### config.mk
export PLATFORM = sky130hd
export DESIGN_NAME = ps2_tx_multi
export DESIGN_NICKNAME = d
export VERILOG_FILES = /design/src/rtl/ps2_pkg.sv /design/src/rtl/ps2_tx_chan.sv /design/src/rtl/ps2_tx_multi.sv
export SDC_FILE = /design/constraint.sdc
export NUM_CORES = 1
export LEC_CHECK = 0
export BUFFER_PORTS_ARGS = -buffer_cell sky130_fd_sc_hd__buf_4
export CORE_ASPECT_RATIO = 0.75
export CORE_MARGIN = 10
export CORE_UTILIZATION = 60
export CTS_BUF_LIST = sky130_fd_sc_hd__clkbuf_16
export CTS_CLUSTER_SIZE = 25
export DETAILED_ROUTE_END_ITERATION = 7
export GPL_TIMING_DRIVEN = 0
export PLACE_DENSITY_LB_ADDON = 0.15
export SYNTH_ARGS = -nofsm -noshare
export SYNTH_HDL_FRONTEND = slang
export SYNTH_HIERARCHICAL = 1
export SYNTH_SLANG_ARGS = --single-unit
### constraint.sdc
create_clock -name clk_sys -period 3.5 [get_ports clk_sys]
set_clock_uncertainty 0.05 [all_clocks]
set_input_delay 0.7 -clock clk_sys [delete_from_list [all_inputs] [get_ports clk_sys]]
set_output_delay 0.7 -clock clk_sys [all_outputs]
set_load 0.01 [all_outputs]
### src/rtl/ps2_pkg.sv
// ps2_pkg: shared transmitter states and PS/2 frame constants.
//   tx_state_t : per-channel transmitter FSM state (IDLE, D0..D7, PAR, STOP, DONE)
//   START_BIT  : line level of the frame start bit
//   STOP_BIT   : line level of the frame stop bit
package ps2_pkg;
   typedef enum logic [3:0] {
      ST_IDLE = 4'd0,
      ST_D0   = 4'd1,
      ST_D1   = 4'd2,
      ST_D2   = 4'd3,
      ST_D3   = 4'd4,
      ST_D4   = 4'd5,
      ST_D5   = 4'd6,
      ST_D6   = 4'd7,
      ST_D7   = 4'd8,
      ST_PAR  = 4'd9,
      ST_STOP = 4'd10,
      ST_DONE = 4'd11
   } tx_state_t;
   localparam logic START_BIT = 1'b0;
   localparam logic STOP_BIT  = 1'b1;
endpackage

### src/rtl/ps2_tx_chan.sv
// ps2_tx_chan: one device-to-host PS/2 transmitter with its byte FIFO.
//   clk_sys, rst_n : system clock, async active-low reset
//   tick           : one-cycle strobe where the shared PS/2 clock rises
//   clk_ps2        : shared divided PS/2 clock
//   we, data       : byte write strobe and byte for this channel
//   inhibit        : host holding the PS/2 clock low
//   clr            : clear the sticky overflow flag
//   ps2_clk/ps2_data : emulated PS/2 lines, high when idle
//   busy, overflow, level : frame in progress, sticky drop flag, FIFO occupancy
module ps2_tx_chan
   import ps2_pkg::*;
#(
   parameter int FIFO_BITS = 3
) (
   input  logic               clk_sys,
   input  logic               rst_n,
   input  logic               tick,
   input  logic               clk_ps2,
   input  logic               we,
   input  logic [7:0]         data,
   input  logic               inhibit,
   input  logic               clr,
   output logic               ps2_clk,
   output logic               ps2_data,
   output logic               busy,
   output logic               overflow,
   output logic [FIFO_BITS:0] level
);
   localparam int DEPTH = 1 << FIFO_BITS;

   logic [7:0]           mem [DEPTH];
   logic [FIFO_BITS-1:0] wptr, rptr;
   logic [7:0]           shreg;
   logic                 parity;
   tx_state_t            state;
   logic                 full, pop, push;

   assign full    = level == (FIFO_BITS+1)'(DEPTH);
   assign pop     = tick && state == ST_DONE;
   // a pop in the same cycle frees the slot the write needs
   assign push    = we && (!full || pop);
   assign ps2_clk = clk_ps2 | (state == ST_IDLE);
   assign busy    = state != ST_IDLE;

   always_ff @(posedge clk_sys)
      if (push) mem[wptr] <= data;

   always_ff @(posedge clk_sys or negedge rst_n)
      if (!rst_n) begin
         wptr     <= '0;
         rptr     <= '0;
         level    <= '0;
         overflow <= 1'b0;
         state    <= ST_IDLE;
         shreg    <= '0;
         parity   <= 1'b0;
         ps2_data <= 1'b1;
      end else begin
         if (push) wptr <= wptr + 1'b1;
         if (pop) rptr <= rptr + 1'b1;
         level    <= level + (FIFO_BITS+1)'(push) - (FIFO_BITS+1)'(pop);
         overflow <= (we && !push) ? 1'b1 : clr ? 1'b0 : overflow;
         if (tick) begin
            if (state == ST_IDLE) begin
               // head byte is only copied; it stays queued until DONE so an abort can resend it
               if (level != '0 && !inhibit) begin
                  shreg    <= mem[rptr];
                  parity   <= 1'b1;
                  ps2_data <= START_BIT;
                  state    <= ST_D0;
               end
            end else if (state <= ST_PAR && inhibit) begin
               ps2_data <= 1'b1;
               state    <= ST_IDLE;
            end else if (state <= ST_D7) begin
               ps2_data <= shreg[0];
               parity   <= parity ^ shreg[0];
               shreg    <= {1'b0, shreg[7:1]};
               state    <= tx_state_t'(state + 4'd1);
            end else if (state == ST_PAR) begin
               ps2_data <= parity;
               state    <= ST_STOP;
            end else if (state == ST_STOP) begin
               ps2_data <= STOP_BIT;
               state    <= ST_DONE;
            end else begin
               ps2_data <= 1'b1;
               state    <= ST_IDLE;
            end
         end
      end
endmodule

### src/rtl/ps2_tx_multi.sv
// ps2_tx_multi: CHANNELS independent PS/2 device transmitters on one shared bit clock.
//   clk_sys, rst_n        : system clock, async active-low reset
//   wr, wr_chan, wr_data  : byte write strobe, target channel, byte
//   clr_overflow          : per-channel sticky overflow clear
//   inhibit               : per-channel host inhibit (already synchronised)
//   ps2_clk, ps2_data     : per-channel emulated PS/2 lines
//   busy, overflow        : per-channel frame-in-progress and dropped-byte flags
//   level                 : per-channel FIFO occupancy, FIFO_BITS+1 bits each
module ps2_tx_multi
   import ps2_pkg::*;
#(
   parameter int CHANNELS  = 2,
   parameter int FIFO_BITS = 3,
   parameter int PS2DIV    = 100
) (
   input  logic                            clk_sys,
   input  logic                            rst_n,
   input  logic                            wr,
   input  logic [2:0]                      wr_chan,
   input  logic [7:0]                      wr_data,
   input  logic [CHANNELS-1:0]             clr_overflow,
   input  logic [CHANNELS-1:0]             inhibit,
   output logic [CHANNELS-1:0]             ps2_clk,
   output logic [CHANNELS-1:0]             ps2_data,
   output logic [CHANNELS-1:0]             busy,
   output logic [CHANNELS-1:0]             overflow,
   output logic [CHANNELS*(FIFO_BITS+1)-1:0] level
);
   localparam int DW = $clog2(PS2DIV + 2);

   logic [DW-1:0] div;
   logic          clk_ps2, tick;

   assign tick = div == DW'(PS2DIV) && !clk_ps2;

   always_ff @(posedge clk_sys or negedge rst_n)
      if (!rst_n) begin
         div     <= '0;
         clk_ps2 <= 1'b0;
      end else if (div == DW'(PS2DIV)) begin
         div     <= '0;
         clk_ps2 <= ~clk_ps2;
      end else begin
         div <= div + DW'(1);
      end

   for (genvar i = 0; i < CHANNELS; i++) begin : g_chan
      ps2_tx_chan #(.FIFO_BITS(FIFO_BITS)) u_chan (
         .clk_sys  (clk_sys),
         .rst_n    (rst_n),
         .tick     (tick),
         .clk_ps2  (clk_ps2),
         .we       (wr && wr_chan == 3'(i)),
         .data     (wr_data),
         .inhibit  (inhibit[i]),
         .clr      (clr_overflow[i]),
         .ps2_clk  (ps2_clk[i]),
         .ps2_data (ps2_data[i]),
         .busy     (busy[i]),
         .overflow (overflow[i]),
         .level    (level[i*(FIFO_BITS+1) +: FIFO_BITS+1])
      );
   end
endmodule

==> flow_summary.toml, run 1 <==
[status]
outcome = "completed"

[synthesis]
yosysSeqAreaShare = 0.630
yosysUniqueCellTypes = 58
syn_area_um2 = 8400
avgSynthCellArea_um2 = 16.0
syn_nets = 570
synth-edff-count = 128
synth.most_common_cell = "edfxtp_1"
ys_ff_latch = 186
synth_ff_type = "edfxtp_1"
async_flop_share = 0.312
netlist_instances = 524
ys.warnings.count = 6
yosys-top-cells-area = "edfxtp_1, dfrtp_1, mux4_1, mux2_2, ha_1"
synth_top_area_frac = 0.457
synthTopCellsByCount = "edfxtp_1, dfrtp_1, mux2_2"
yosysTopAreaCell = "edfxtp_1"

[cts]
clk_pin_slew_ps = 80
clockBufferDepth = 2
cts.sinks = 186
clock-root-buffer = "clkbuf_16"
numCtsBuffers = 17
h-tree-depth = 4
cts_tree = "yes"
clkLatencyLatePin_ps = 430

[placed_design]
dp.cells = 732
placed_area_um2 = 8870
dp_hpwl_um = 10300
gp_congestion = 0.865
io_buffer_count = 33

[detailed_routing]
vias_per_cell = 6.11
routed.top_layer = "met4"
vias = 4701
wl_met3_um = 1180
drt_iter0_drc = 403
drt-met1-wl_um = 7520
drc = 0
wire_per_inst_um = 21.6
totalWireLength_um = 16600
first_pass_iters = 4
ant_nets = 0
route.met2.wl_um = 7730

[power_and_ir_drop]
seqPwrFrac = 0.510
clkPwrFrac = 0.379
combPwrFrac = 0.111
p_int_uw = 3750
p_switching_uw = 1350
netSwitchingFraction = 0.266
max-vdd-ir-drop_v = 0.000405
p_leak_uw = 0.00364
powerDensity_nw_per_um2 = 528

[timing]
period_share = 0.923
worstMarginPinSlew_ps = 792
relSlewSlack = 0.465
max_freq_mhz = 310
fin_crit_ps = 3230
setup_viol = 0
hold_viol_final = 0
drv_slew = 0
grt_setup_unrepaired = "false"

[finish]
nets = 628
area_growth_pct = 15.1
drive_gt1_frac = 0.279
n_fill_cell = 862
n_antenna_cell = 0
design_area_um2 = 9670
instances_no_fill = 770

[floorplan]
die_area_um2 = 19200
rows = 37
io_pins = 34
die_width_um = 157
fp.dieH_um = 122
coreArea_um2 = 13700
start_util = 0.613

[global_route]
gr-total-overflow = 0
grt_max_degree = 59
antenna_found_initial = 0
track_usage = 0.183
grt_pass1_wl_um = 26600
grt_pass1_vias = 4706

[worst_setup_path]
worst_setup_path_end_kind = "register"
path_max_fanout = 10
cp.required_ps = 3530
start_kind = "register"
worst_ep_arrival_time_ps = 3260
r2r_slack_ps = 270
critical_path_class = "reg -> reg"

[job]
cap_violations = 0

[min_path]
hold_path_class = "in -> async"
## cell type report
cell class	count	area [µm²]	share of cell area
plain buffers	18	138	0.0142
multi-input cells	288	2990	0.309
inverters	32	123	0.0127
clock inverters	15	175	0.0181
flip-flops and latches	186	5300	0.548
repair buffers	39	305	0.0316
clock buffers	17	425	0.0440
well taps	175	219	0.0226
## layout by cell type (no fill, tap or decap), drive strengths merged, types with 3 or more instances in the layout
cell type,synthesis,final
a21o,4,4
a21oi,12,12
a22oi,4,4
a31oi,6,6
a41oi,4,4
buf,12,51
clkbuf,6,23
clkinv,0,3
dfrtp,56,56
edfxtp,128,128
ha,26,26
inv,32,41
mux2,41,41
mux2i,6,6
mux4,32,32
nand2,23,23
nand2b,14,14
nand3,6,6
nand4,3,3
nand4b,3,3
nor2,25,25
nor3,7,7
nor4bb,3,3
o21ai,11,11
o22ai,3,3
o31ai,4,4
or3,4,4
xnor2,8,8
xor2,6,6
## state kept, by name, summed over array words and instances (netlist names), 6 cells and up
signal / count
div: 7
g_chan.u_chan/level: 8
g_chan.u_chan/mem: 128
g_chan.u_chan/rptr: 6
g_chan.u_chan/shreg: 16
g_chan.u_chan/state: 8
g_chan.u_chan/wptr: 6
## kinds of logic (layout without fill, tap and decap cells)
kind of cell / after synthesis / after routing / synth area share
AO/OA/AOI/OAI: 64 / 64 / 0.0536
XOR/XNOR: 14 / 14 / 0.0146
adder cells (fa/ha/maj): 30 / 30 / 0.0459
buffers and inverters: 50 / 121 / 0.0310
flip-flops: 186 / 186 / 0.630
multiplexers: 79 / 79 / 0.158
AND/OR/NAND/NOR: 101 / 101 / 0.0669
## worst paths after layout
kind,from,to,cells past startpoint
max,div[0]$_DFF_PN0_,g_chan[1].u_chan/mem[1][5]$_DFFE_PP_,9
min,rst_n,g_chan[1].u_chan/state[1]$_DFFE_PN0P_,1
max reg2reg,div[0]$_DFF_PN0_,g_chan[1].u_chan/mem[1][5]$_DFFE_PP_,9
min reg2reg,div[0]$_DFF_PN0_,div[0]$_DFF_PN0_,1
max in group asynchronous,rst_n,div[2]$_DFF_PN0_,1
min in group clk_sys,clr_overflow[1],g_chan[1].u_chan/overflow$_DFFE_PN0P_,2
## timing repair
| action | 4_1_cts | 5_1_grt |
|---|---|---|
| buffers inserted | 1 | 5 |
| pin swaps | 1 | 2 |
| hold buffers | 0 | 0 |
| setup endpoints to repair | 133 | 133 |
| gates resized for setup | 27 | 4 |
## critical path, cell delays in order (launching register included)
cell,delay (ps)
dfrtp_1,410
inv_1,70
ha_1,170
nand4b_1,180
nor3_1,340
buf_2,270
nand4b_1,250
a31oi_4,370
nand2_1,310
nor3_4,450
## per-layer routing
layer	vias to the layer above	global-route usage
li1	2153	-
met1	2375	0.253
met2	156	0.275
met3	17	0.0566
met4	0	0.0535
met5	-	0
## power groups by stage
stage               Clock [µW]  Combinational [µW]  Sequential, µW
floorplan                    0                 294            2620
global placement             0                 494            2610
detailed placement           0                 524            2620
CTS                       1960                 564            2600
global route              2060                 636            2620
finish                    1930                 567            2600
## through the flow
stage	hold WS (ps)	worst slack, ps	power (µW)	utilization	TNS (ps)
floorplan	354	436	2920	-	0
global placement	416	-747	3110	0.647	-44260
detailed placement	416	-868	3140	0.647	-59050
CTS	316	-21.1	5120	0.701	-124
global route	341	27.8	5310	0.706	0
finish	287	270	5100	0.706	0
Power figures use the tool's default switching activity.
==> run 2, diff against run 1 <==
Settings changed: PLACE_DENSITY from default to 0.78, PLACE_DENSITY_LB_ADDON 0.15 to default.
==> run 2 against run 1 <==
Sequential share of layout area up 0.51 points. Fmax up 0.88%. Total power down 2.7%. First-iteration DRC count down 16%. Via count about the same.
==> flow_summary.toml, run 2 (synthesized netlist as in run 1, its figures left out) <==
[timing]
relSlewSlack = 0.396
max_freq_mhz = 312
hold_viol_final = 0
worst_slack_ps = 298
grt_setup_unrepaired = "false"
setup_viol = 0
fin_crit_ps = 3200
period_share = 0.915
fin_tns_setup_ps = 0
hold-worst-slack_ps = 288
worstMarginPinSlew_ps = 894
drv_slew = 0

[cts]
clockBufferDepth = 2
clkLatencyLatePin_ps = 430
numCtsBuffers = 17
cts_hold_buf = 0
cts.sinks = 186
clock-root-buffer = "clkbuf_16"
cts_tree = "yes"
h-tree-depth = 4
clk_pin_slew_ps = 70

[finish]
n_fill_cell = 876
largest_reg_flops = 128
nets = 626
top_regs = "g_chan.u_chan/mem x128, g_chan.u_chan/shreg x16"
layout_common_cells = "edfxtp_1, dfrtp_1, mux2_2"
fin_util = 0.699
top_register = "g_chan.u_chan/mem"
area_growth_pct = 14.0
drive_gt1_frac = 0.268
n_antenna_cell = 0
mostFrequentLayoutCell = "edfxtp_1"

[worst_setup_path]
worst_setup_path_end_kind = "register"
start_kind = "register"
worst_ep_arrival_time_ps = 3230
critical_path_class = "reg -> reg"
path_max_fanout = 10
cp.required_ps = 3520

[floorplan]
rows = 37
io_pins = 34
fp.dieH_um = 122
die_width_um = 157
coreArea_um2 = 13700
start_util = 0.613
die_area_um2 = 19200

[power_and_ir_drop]
seqPwrFrac = 0.525
max-vdd-ir-drop_v = 0.000434
p_leak_uw = 0.00361
p_int_uw = 3700
combPwrFrac = 0.113
netSwitchingFraction = 0.255
p_switching_uw = 1260
powerDensity_nw_per_um2 = 518
p_total_uw = 4960
clkPwrFrac = 0.362

[detailed_routing]
vias = 4698
vias_per_cell = 6.12
wire_per_inst_um = 21.4
first_pass_iters = 5
ant_nets = 0
drc = 0
drt_iter0_drc = 339
totalWireLength_um = 16500

[min_path]
hold_path_class = "in -> async"

[status]
outcome = "completed"

[global_route]
track_usage = 0.181
grt_pass1_wl_um = 26400
gr-total-overflow = 0
antenna_found_initial = 0
grt_max_degree = 59
grt_pass1_vias = 4706

[placed_design]
gp_congestion = 0.885
pre_cts_ws_ps = -863
dp_hpwl_um = 10600
io_buffer_count = 33

[job]
cap_violations = 0
==> run 2: cell type report <==
type,instances,area (µm²),share of cell area
clock buffer,17,425,0.0444
inverter,32,123,0.0128
timing repair buffer,37,290,0.0303
tap,175,219,0.0229
buffer,18,138,0.0144
clock inverter,15,121,0.0127
multi-input combinational,288,2970,0.310
sequential,186,5300,0.553
==> run 2: metal layers <==
layer | vias up | share of wire | track usage
li1 | 2137 | - | -
met1 | 2408 | 0.47 | 0.253
met2 | 130 | 0.47 | 0.273
met3 | 23 | 0.055 | 0.0503
met4 | 0 | 0.014 | 0.0594
met5 | - | 0 | 0
==> run 2: worst max-delay path, stage by stage, from the launching register on <==
cell	delay [ps]
dfrtp_1	410
inv_1	70
ha_1	140
nand4b_1	190
nor3_1	380
buf_2	290
nand4b_1	260
a31oi_4	320
nand2b_1	270
nor3_4	460
==> run 2: through the flow <==
stage | area [µm²] | cells
finish | 9580 | 768
global route | 9580 | 768
CTS | 9530 | 764
detailed placement | 8870 | 732
global placement | 8870 | 732
floorplan | 8400 | 524
==> run 2: final timing paths <==
check                                                 startpoint                               endpoint  slack, ps  depth (start not counted)
max in group asynchronous                                  rst_n  g_chan[0].u_chan/state[2]$_DFFE_PN0P_       2610                          1
hold reg to reg            g_chan[0].u_chan/shreg[7]$_DFFE_PN0P_  g_chan[0].u_chan/shreg[7]$_DFFE_PN0P_        440                          1
setup reg to reg                                div[0]$_DFF_PN0_   g_chan[0].u_chan/mem[0][0]$_DFFE_PP_        300                          9
hold / removal                                             rst_n  g_chan[1].u_chan/state[1]$_DFFE_PN0P_        290                          1
setup / recovery                                div[0]$_DFF_PN0_   g_chan[0].u_chan/mem[0][0]$_DFFE_PP_        300                          9
min in group clk_sys                             clr_overflow[1]  g_chan[1].u_chan/overflow$_DFFE_PN0P_        430                          2
==> run 2: power by group through the flow <==
stage          Sequential (µW)  Combinational (µW)  Clock, µW
3_3_place_gp              2610                 492          0
3_5_place_dp              2620                 518          0
6_report                  2610                 560       1800
5_1_grt                   2620                 628       1930
2_1_floorplan             2620                 294          0
4_1_cts                   2600                 555       1840
==> run 2: what timing repair did <==
| action | CTS | global route |
|---|---|---|
| endpoints found under the setup margin | 133 | 132 |
| gates resized for setup | 25 | 2 |
| pin swaps | 0 | 3 |
| hold endpoints to repair | 0 | 0 |
| buffers inserted | 0 | 4 |
